[config.mk]
export PLATFORM = sky130hd
export DESIGN_NAME = pipeline_trace_buffer_flat
export DESIGN_NICKNAME = d
export VERILOG_FILES = /design/src/rtl/pipeline_trace_buffer_if.sv /design/src/rtl/pipeline_trace_buffer.sv /design/src/flat_wrapper.sv
export SDC_FILE = /design/constraint.sdc
export NUM_CORES = 2
export LEC_CHECK = 0
export CORE_MARGIN = 2
export CORE_UTILIZATION = 63
export CTS_BUF_LIST = sky130_fd_sc_hd__clkbuf_4
export CTS_CLUSTER_SIZE = 16
export DETAILED_ROUTE_END_ITERATION = 7
export DONT_BUFFER_PORTS = 1
export PLACE_DENSITY_LB_ADDON = 0.15
export SETUP_SLACK_MARGIN = 0.1
export SKIP_CTS_REPAIR_TIMING = 1
export SLEW_MARGIN = 40
export SYNTH_ARGS = -nofsm -noshare
export SYNTH_HDL_FRONTEND = slang
export SYNTH_SLANG_ARGS = --single-unit
[constraint.sdc]
create_clock -name clk -period 14.04 [get_ports clk]
set_clock_uncertainty 0.15 [all_clocks]
set_input_delay 1.404 -clock clk [delete_from_list [all_inputs] [get_ports clk]]
set_output_delay 1.404 -clock clk [all_outputs]
set_load 0.05 [all_outputs]
[src/rtl/pipeline_trace_buffer_if.sv]
// Control, sample and readout bundle for pipeline_trace_buffer.
// slave = trace buffer side, master = core/debug side.
interface pipeline_trace_buffer_if #(
   parameter int DEPTH = 16,
   parameter int CYC_W = 16
);
   localparam int PTR_W   = $clog2(DEPTH);
   localparam int ENTRY_W = CYC_W + 102;

   logic               arm;
   logic               force_trig;
   logic               trig_pc_en;
   logic [31:0]        trig_pc;
   logic [PTR_W:0]     post_count;
   logic [CYC_W-1:0]   cycle_limit;
   logic [31:0]        if_pc;
   logic [31:0]        id_instr;
   logic               wb_reg_write;
   logic [4:0]         wb_dest;
   logic [31:0]        wb_data;
   logic               rd_en;
   logic [PTR_W-1:0]   rd_idx;
   logic [ENTRY_W-1:0] rd_data;
   logic               rd_valid;
   logic [1:0]         state;
   logic               triggered;
   logic [PTR_W:0]     entries;
   logic [CYC_W-1:0]   cycle_count;
   logic               halt_req;

   modport master (
      output arm, force_trig, trig_pc_en, trig_pc, post_count, cycle_limit,
             if_pc, id_instr, wb_reg_write, wb_dest, wb_data, rd_en, rd_idx,
      input  rd_data, rd_valid, state, triggered, entries, cycle_count, halt_req
   );

   modport slave (
      input  arm, force_trig, trig_pc_en, trig_pc, post_count, cycle_limit,
             if_pc, id_instr, wb_reg_write, wb_dest, wb_data, rd_en, rd_idx,
      output rd_data, rd_valid, state, triggered, entries, cycle_count, halt_req
   );
endinterface

[src/rtl/pipeline_trace_buffer.sv]
// Circular trace capture (PC / IF-ID instr / WB write) with PC or forced trigger,
// post-trigger window and cycle-limit halt. Optional macro TRACE_WB_FILTER_EN.
module pipeline_trace_buffer #(
   parameter int DEPTH = 16,
   parameter int CYC_W = 16
) (
   input logic                    clk,
   input logic                    rst_n,
   pipeline_trace_buffer_if.slave bus
);
   localparam int PTR_W   = $clog2(DEPTH);
   localparam int ENTRY_W = CYC_W + 102;
   localparam logic [PTR_W:0]   FULL = (PTR_W + 1)'(DEPTH);
   localparam logic [PTR_W-1:0] LAST = PTR_W'(DEPTH - 1);

   typedef enum logic [1:0] {
      IDLE  = 2'd0,
      ARMED = 2'd1,
      POST  = 2'd2,
      DONE  = 2'd3
   } state_e;

   state_e             state_q, state_d;
   logic [PTR_W-1:0]   wr_ptr_q, wr_ptr_d;
   logic [PTR_W-1:0]   post_cnt_q, post_cnt_d;
   logic [PTR_W:0]     entries_q, entries_d;
   logic               triggered_q, triggered_d;
   logic               halt_req_q, halt_req_d;
   logic [CYC_W-1:0]   cycle_q, cycle_d;
   logic               rd_valid_q, rd_valid_d;
   logic [ENTRY_W-1:0] rd_data_q, rd_data_d;
   logic [ENTRY_W-1:0] mem_q [DEPTH];
   logic [ENTRY_W-1:0] wr_entry;
   logic [PTR_W-1:0]   rd_addr;
   logic               wr_en;
   logic               keep;
   logic               trig_hit;

`ifdef TRACE_WB_FILTER_EN
   assign keep = bus.wb_reg_write && (bus.wb_dest != 5'd0);
`else
   assign keep = 1'b1;
`endif

   assign trig_hit = bus.force_trig || (bus.trig_pc_en && (bus.if_pc == bus.trig_pc));
   assign wr_entry = {cycle_q, bus.if_pc, bus.id_instr, bus.wb_reg_write, bus.wb_dest, bus.wb_data};
   // Oldest entry sits entries_q slots behind the write pointer; wraps naturally.
   assign rd_addr  = wr_ptr_q - entries_q[PTR_W-1:0] + bus.rd_idx;

   always_comb begin
      state_d     = state_q;
      wr_ptr_d    = wr_ptr_q;
      post_cnt_d  = post_cnt_q;
      entries_d   = entries_q;
      triggered_d = triggered_q;
      wr_en       = 1'b0;
      cycle_d     = (cycle_q == '1) ? cycle_q : cycle_q + CYC_W'(1);
      halt_req_d  = halt_req_q ||
                    ((bus.cycle_limit != '0) && (cycle_q == bus.cycle_limit));

      if (bus.arm) begin
         state_d     = ARMED;
         wr_ptr_d    = '0;
         entries_d   = '0;
         triggered_d = 1'b0;
         post_cnt_d  = '0;
      end else if ((state_q == ARMED) || (state_q == POST)) begin
         wr_en = keep;
         if (keep) begin
            wr_ptr_d = wr_ptr_q + PTR_W'(1);
            if (entries_q != FULL) entries_d = entries_q + (PTR_W + 1)'(1);
         end
         if (state_q == ARMED) begin
            if (trig_hit) begin
               triggered_d = 1'b1;
               if (bus.post_count == '0) begin
                  state_d = DONE;
               end else begin
                  state_d    = POST;
                  post_cnt_d = (bus.post_count > {1'b0, LAST}) ? LAST
                                                               : bus.post_count[PTR_W-1:0];
               end
            end
         end else if (keep) begin
            post_cnt_d = post_cnt_q - PTR_W'(1);
            if (post_cnt_q == PTR_W'(1)) state_d = DONE;
         end
      end

      rd_valid_d = bus.rd_en && ({1'b0, bus.rd_idx} < entries_q);
      rd_data_d  = rd_valid_d ? mem_q[rd_addr] : '0;
   end

   always_ff @(posedge clk or negedge rst_n) begin
      if (!rst_n) begin
         state_q     <= IDLE;
         wr_ptr_q    <= '0;
         post_cnt_q  <= '0;
         entries_q   <= '0;
         triggered_q <= 1'b0;
         halt_req_q  <= 1'b0;
         cycle_q     <= '0;
         rd_valid_q  <= 1'b0;
         rd_data_q   <= '0;
      end else begin
         state_q     <= state_d;
         wr_ptr_q    <= wr_ptr_d;
         post_cnt_q  <= post_cnt_d;
         entries_q   <= entries_d;
         triggered_q <= triggered_d;
         halt_req_q  <= halt_req_d;
         cycle_q     <= cycle_d;
         rd_valid_q  <= rd_valid_d;
         rd_data_q   <= rd_data_d;
      end
   end

   // Trace RAM is not reset; entries_q masks stale contents.
   always_ff @(posedge clk) begin
      if (wr_en) mem_q[wr_ptr_q] <= wr_entry;
   end

   assign bus.state       = state_q;
   assign bus.triggered   = triggered_q;
   assign bus.entries     = entries_q;
   assign bus.cycle_count = cycle_q;
   assign bus.halt_req    = halt_req_q;
   assign bus.rd_valid    = rd_valid_q;
   assign bus.rd_data     = rd_data_q;
endmodule

[src/flat_wrapper.sv]
// flat-port wrapper written by rule: the top's interface ports become plain ports
module pipeline_trace_buffer_flat 
#(
   parameter int DEPTH = 16,
   parameter int CYC_W = 16
)
  (clk, rst_n, bus_arm, bus_force_trig, bus_trig_pc_en, bus_trig_pc, bus_post_count, bus_cycle_limit, bus_if_pc, bus_id_instr, bus_wb_reg_write, bus_wb_dest, bus_wb_data, bus_rd_en, bus_rd_idx, bus_rd_data, bus_rd_valid, bus_state, bus_triggered, bus_entries, bus_cycle_count, bus_halt_req);
  pipeline_trace_buffer_if #(.DEPTH(DEPTH), .CYC_W(CYC_W)) bus_i ();
  input logic clk;
  input logic rst_n;
  input wire logic [$bits(bus_i.arm)-1:0] bus_arm;
  input wire logic [$bits(bus_i.force_trig)-1:0] bus_force_trig;
  input wire logic [$bits(bus_i.trig_pc_en)-1:0] bus_trig_pc_en;
  input wire logic [$bits(bus_i.trig_pc)-1:0] bus_trig_pc;
  input wire logic [$bits(bus_i.post_count)-1:0] bus_post_count;
  input wire logic [$bits(bus_i.cycle_limit)-1:0] bus_cycle_limit;
  input wire logic [$bits(bus_i.if_pc)-1:0] bus_if_pc;
  input wire logic [$bits(bus_i.id_instr)-1:0] bus_id_instr;
  input wire logic [$bits(bus_i.wb_reg_write)-1:0] bus_wb_reg_write;
  input wire logic [$bits(bus_i.wb_dest)-1:0] bus_wb_dest;
  input wire logic [$bits(bus_i.wb_data)-1:0] bus_wb_data;
  input wire logic [$bits(bus_i.rd_en)-1:0] bus_rd_en;
  input wire logic [$bits(bus_i.rd_idx)-1:0] bus_rd_idx;
  output wire logic [$bits(bus_i.rd_data)-1:0] bus_rd_data;
  output wire logic [$bits(bus_i.rd_valid)-1:0] bus_rd_valid;
  output wire logic [$bits(bus_i.state)-1:0] bus_state;
  output wire logic [$bits(bus_i.triggered)-1:0] bus_triggered;
  output wire logic [$bits(bus_i.entries)-1:0] bus_entries;
  output wire logic [$bits(bus_i.cycle_count)-1:0] bus_cycle_count;
  output wire logic [$bits(bus_i.halt_req)-1:0] bus_halt_req;
  assign bus_i.arm = bus_arm;
  assign bus_i.force_trig = bus_force_trig;
  assign bus_i.trig_pc_en = bus_trig_pc_en;
  assign bus_i.trig_pc = bus_trig_pc;
  assign bus_i.post_count = bus_post_count;
  assign bus_i.cycle_limit = bus_cycle_limit;
  assign bus_i.if_pc = bus_if_pc;
  assign bus_i.id_instr = bus_id_instr;
  assign bus_i.wb_reg_write = bus_wb_reg_write;
  assign bus_i.wb_dest = bus_wb_dest;
  assign bus_i.wb_data = bus_wb_data;
  assign bus_i.rd_en = bus_rd_en;
  assign bus_i.rd_idx = bus_rd_idx;
  assign bus_rd_data = bus_i.rd_data;
  assign bus_rd_valid = bus_i.rd_valid;
  assign bus_state = bus_i.state;
  assign bus_triggered = bus_i.triggered;
  assign bus_entries = bus_i.entries;
  assign bus_cycle_count = bus_i.cycle_count;
  assign bus_halt_req = bus_i.halt_req;
  pipeline_trace_buffer #(.DEPTH(DEPTH), .CYC_W(CYC_W)) u_core (.clk(clk), .rst_n(rst_n), .bus(bus_i));
endmodule
[Word level (Yosys, flattened, before mapping)]
Memory sizes are Yosys's and may differ from the RTL's.
Index checks and enable logic that the tools add are counted.
Storage, ports and cells
  bits in latches: 0
  ROM bits: 0
  output and inout bits: 144
  input port bits: 165
  register bits after elaboration: 152
  memories kept: 1
  bits in writable memories: 1888
Cells by class
  equal/unequal tests: 9
  $add $sub $neg: 6
  shifts and indexed selects: 0
  muxes and demuxes: 26
  $lt $le $gt $ge: 2
  reductions and logical operators: 17
  div/mod/pow operators: 0
  bitwise logic cells: 0
  $mul: 0
Memory list
  u_core.mem_q: words 16, bits a word 118, read ports 1, clocked after Yosys merged registers in 0, write ports 1, RTL line pipeline_trace_buffer.sv:32  | logic [ENTRY_W-1:0] mem_q [DEPTH];
Operators with widths (count)
  $mux W118: 1
  $eq A32 B32 Y1: 1
  $mux W4: 8
  $add A16 B1 Y16 const B: 1
  $eq A16 B16 Y1: 1
  $eq A16 B16 Y1 const B: 1
  $reduce_bool A16 Y1: 1
  $mux W5: 3
  $mux W2: 5
  $mux W1: 9
  $reduce_and A3 Y1: 3
  $reduce_bool A2 Y1: 4
  $add A5 B1 Y5 const B: 1
  $gt A5 B4 Y1 const B: 1
  $logic_not A5 Y1: 1
  $lt A4 B5 Y1: 1
  $ne A5 B5 Y1 const B: 1
  $add A4 B1 Y4 const B: 1
  $add A4 B4 Y4: 1
  $eq A4 B1 Y1 const B: 1
  $sub A4 B1 Y4 const B: 1
  $sub A4 B4 Y4: 1
  $logic_and A1 B1 Y1: 3
  $logic_or A1 B1 Y1: 3
  6 further kinds: 6

[Logic depth before layout (Yosys ltp)]
  depth after elaboration: 7
  mapped depth: 12

[Least setup slack after synthesis]
Ideal clock, no wire load.
  path kind: input -> register
  from: input port bus_arm
  to: memory u_core.mem_q[0][0] (netlist name), enable pin
  setup time: 0.740 ns
  path buffers: 0
  data arrival time: 9.812 ns
  slack: 3.338 ns
  stages on the path: 3
  cell sequence: nor2_1 > nand2_1 > nor3_1
On the way
  longest elaborated chain between the ends: 3
Ends and longest elaborated chain
  start: declaration: RTL line flat_wrapper.sv:11  | input wire logic [$bits(bus_i.arm)-1:0] bus_arm;
  $mux W1: RTL line pipeline_trace_buffer.sv:61  | if (bus.arm) begin
  $mux W1: RTL line pipeline_trace_buffer.sv:120  | if (wr_en) mem_q[wr_ptr_q] <= wr_entry;
  $mux W1 (implied by the code): RTL line pipeline_trace_buffer.sv:120
  end: declaration: RTL line pipeline_trace_buffer.sv:32
Every way passes these cells.

[Worst setup path in the final report]
  from: register u_core.entries_q[0] (netlist: u_core.bus.entries[0])
  to: register u_core.rd_data_q[56] (netlist: u_core.bus.rd_data[56])
On the way
  longest elaborated chain between the ends: 4
Ends and longest elaborated chain
  start: declaration: RTL line pipeline_trace_buffer.sv:26  | logic [PTR_W:0] entries_q, entries_d;
  start signal: assignment: RTL line pipeline_trace_buffer.sv:109  | entries_q <= entries_d;
  $sub A4 B4 Y4: RTL line pipeline_trace_buffer.sv:48  | assign rd_addr = wr_ptr_q - entries_q[PTR_W-1:0] + bus.rd_idx;
  $add A4 B4 Y4: RTL line pipeline_trace_buffer.sv:48
  $mem_v2 Z16 W118
  $mux W118 (*): RTL line pipeline_trace_buffer.sv:91  | rd_data_d = rd_valid_d ? mem_q[rd_addr] : '0;
  net u_core.rd_data_d[56]: RTL line pipeline_trace_buffer.sv:31  | logic [ENTRY_W-1:0] rd_data_q, rd_data_d;
  end signal: assignment: RTL line pipeline_trace_buffer.sv:114  | rd_data_q <= rd_data_d;
  end: declaration: RTL line pipeline_trace_buffer.sv:31
Mark *: on every way through the listed nets, which the timed path passes. The rest lies on a longest branch.
A chain may end at the register's enable or synchronous reset.

==> reports/results.ini <==
[worst_setup_path]
cp-end-kind = flop
critPathLaunchType = flop
cp_max_fo = 87
cpPeakStageDelay_ps = 1300
crit_slowest_cell = fa_4
cpMostUsedCell = a211oi_1
crit_chain = ha_1, inv_1, ha_4, fa_4, buf_4, buf_12, buf_16, mux4_2, nor2b_1, a211oi_1, a211oi_1
cp.required_ps = 14930
crit_type = flop to flop
cp.arrival_ps = 6590

[timing]
min_period_ps = 5702
worstMarginPinSlew_ps = 1147
fin_ws_ps = 8338
period_share_pct = 40.61
setup_violations = 0
rsz0062_at_grt = no
max_slew_margin_pct = 23.55
clock.fmax_ghz = 0.1754
timing.final.max_slew_violations = 0
hold_slack_ps = 78.42
report.final.hold_viol_count = 0
fin_tns_setup_ps = 0

[final_layout]
fillers = 7284
final_common_cell = edfxtp_1
finalNetCount = 4161
synthToLayoutAreaGrowth_pct = 13.88
drive_gt1_share_pct = 33.06
multi_input_area_mm2 = 0.01627
post-route-util_pct = 72.37
regArea_mm2 = 0.06052
layout_common_cells = edfxtp_1, clkbuf_4, mux4_2

[placed_design]
dp.final_hpwl_mm = 85.68
numPortBuffers = 0
place_ws_ps = 7658
place.gp.congestion = 0.7836

[global_route]
grt_use_total_pct = 28.38
grt_pass1_wl_mm = 255.7
grt_pass1_vias = 39645
grt.overflow.total = 0
grt_max_degree = 153
antenna_found_initial = 10

[power]
power_w = 0.02134
cellPowerDensity_mw_per_mm2 = 241.6
power_frac_clock_pct = 24.2
p_switching_w = 0.007463
power_switching_share_pct = 34.98
seq_power_share_pct = 36.7
peakVddDrop_mv = 0.4170
leakagePower_nw = 29.42
internal-power_w = 0.01388
pwr-share-comb_pct = 39.1

[logic_synthesis]
ys_ff_latch = 2040
synth.distinct_cells = 48
syn_area_mm2 = 0.07756
synth.yosys.seq_area_share_pct = 78.00
syn_avg_cell_area_um2 = 22.57
synth_enable_flop_cells = 1888
synthesis.nets = 3621
async_reset_ff_share_pct = 7.451
ys_warn_count = 0
netlist_instances = 3436
synth_ff_type = edfxtp_1

[clock_network]
numCtsBuffers = 530
cts_tree = built
clk_pin_slew_ps = 70
root_buffer = clkbuf_4
htree_levels = 6
clk_path_buf_depth = 4
cts.sinks = 2040
clk_latency_ps = 1280

[route]
drt_iter0_markers = 4226
post_drt_wl_per_cell_um = 29.91
firstDrtPassIters = 7
vias_per_cell = 6.393
routed_wl_mm = 180.0
num_vias = 38482
ant_nets = 0
remaining_drc_errors = 0

[die]
initial_utilization_pct = 63.55
core_region_area_mm2 = 0.1220
die_w_um = 354.9
dieHeight_um = 354.9
ios = 309
rows = 128
die-area_mm2 = 0.1259

[hold_path]
worstHoldPathType = primary input to asynchronous set/reset pin

[job]
drv_cap = 0

[run_status]
outcome = completed

==> registers in the layout, indices dropped and copies added, names as in the netlist <==
register and flops:
u_core.post_cnt_q 4, u_core.bus.entries 5, u_core.bus.state 2, u_core.bus.cycle_count 16, u_core.bus.rd_data 118, u_core.mem_q 1888
u_core.bus.triggered 1, u_core.wr_ptr_q 4, u_core.bus.halt_req 1, u_core.bus.rd_valid 1
==> metrics by stage <==
stage,cell area (um2),cells
3_3_place_gp,79500,4929
6_report,88320,6019
4_1_cts,86900,5881
2_1_floorplan,77560,3436
3_5_place_dp,80000,4945
5_1_grt,88300,6013
==> power by group through the flow <==
stage,combinational (W),clock [W],sequential (W)
floorplan,0.00653,0,0.00790
global placement,0.00802,0,0.00795
detailed placement,0.00824,0,0.00796
CTS,0.00827,0.00528,0.00783
global route,0.00892,0.00560,0.00785
finish,0.00834,0.00517,0.00783
==> critical path, delay by kind of cell, from the launching register on <==
kind / cells / cell delay (ps)
adders and majority gates: 3 / 1890
buffers and inverters: 4 / 1680
DFF: 1 / 650
AOI/OAI and AO/OA: 2 / 390
muxes: 1 / 380
and+or+nand+nor: 1 / 140
==> kinds of logic (layout without fill, tap and decap cells) <==
kind of cell    Yosys count  in the layout  synth area share, %
flops                  2040           2040                78.00
buf+inv                 212           1156                1.291
other cells               0             14                    0
xor+xnor                 71             71               0.8018
mux                     596            596                15.31
fa+ha+maj                20             20               0.3517
compound gates          265            265                2.530
simple gates            232            232                1.715
==> final timing paths <==
| kind | slack (ps) | start | end | cells after the start |
|---|---|---|---|---|
| setup / recovery | 8340 | u_core.bus.entries[0] | u_core.bus.rd_data[56] | 11 |
| hold / removal | 80 | rst_n | u_core.bus.rd_data[70] | 1 |
| setup reg to reg | 8340 | u_core.bus.entries[0] | u_core.bus.rd_data[56] | 11 |
| hold reg to reg | 450 | u_core.post_cnt_q[3] | u_core.post_cnt_q[3] | 2 |
| max in group asynchronous | 12790 | rst_n | u_core.bus.cycle_count[9] | 1 |
| min in group clk | 90 | bus_wb_data[17] | u_core.mem_q[7][17] | 0 |
==> cell usage after synthesis, drive strengths merged, types with 2 or more instances <==
library cell  count  area (um2)
edfxtp         1888       56690
mux4            472       10630
a211oi          236        1772
dfrtp           152        3804
mux2i           123        1231
nor2b           120       750.7
buf              99       576.8
clkbuf           92       345.3
xnor2            51       446.7
nor2             34       127.6
inv              21       78.83
nand2            20       75.07
xor2             20       175.2
ha               17       212.7
nand4            17       127.6
nand3            12       60.06
a21oi             8       40.04
nor3              8       40.04
nor4              7       43.79
o21ai             6       30.02
a21o              3       22.52
and3              3       23.77
fa                3       60.06
o21a              3       22.52
and2              2       15.02
and4              2       20.02
nand2b            2       12.51
o211ai            2       15.01
or3               2       12.51
or4               2       15.01
==> final cells by class <==
cell class | instances | share of cell area [%]
clock inverters | 121 | 0.8897
diodes | 14 | 0.03967
well taps | 1625 | 2.302
inverters | 21 | 0.08925
repair buffers | 199 | 2.811
multi-input cells | 1184 | 18.42
flip-flops and latches | 2040 | 68.52
clock buffers | 815 | 6.928
==> per-layer routing <==
| layer | GRT usage [%] | vias to the layer above | share of wire, % |
|---|---|---|---|
| met3 | 9.277 | 257 | 10 |
| met4 | 8.669 | 10 | 1.8 |
| met2 | 45.32 | 2044 | 50 |
| met1 | 37.93 | 20251 | 38 |
| met5 | 0 | - | 0.038 |
| li1 | - | 15920 | - |
No activity file was read; power rests on OpenSTA's default activity.
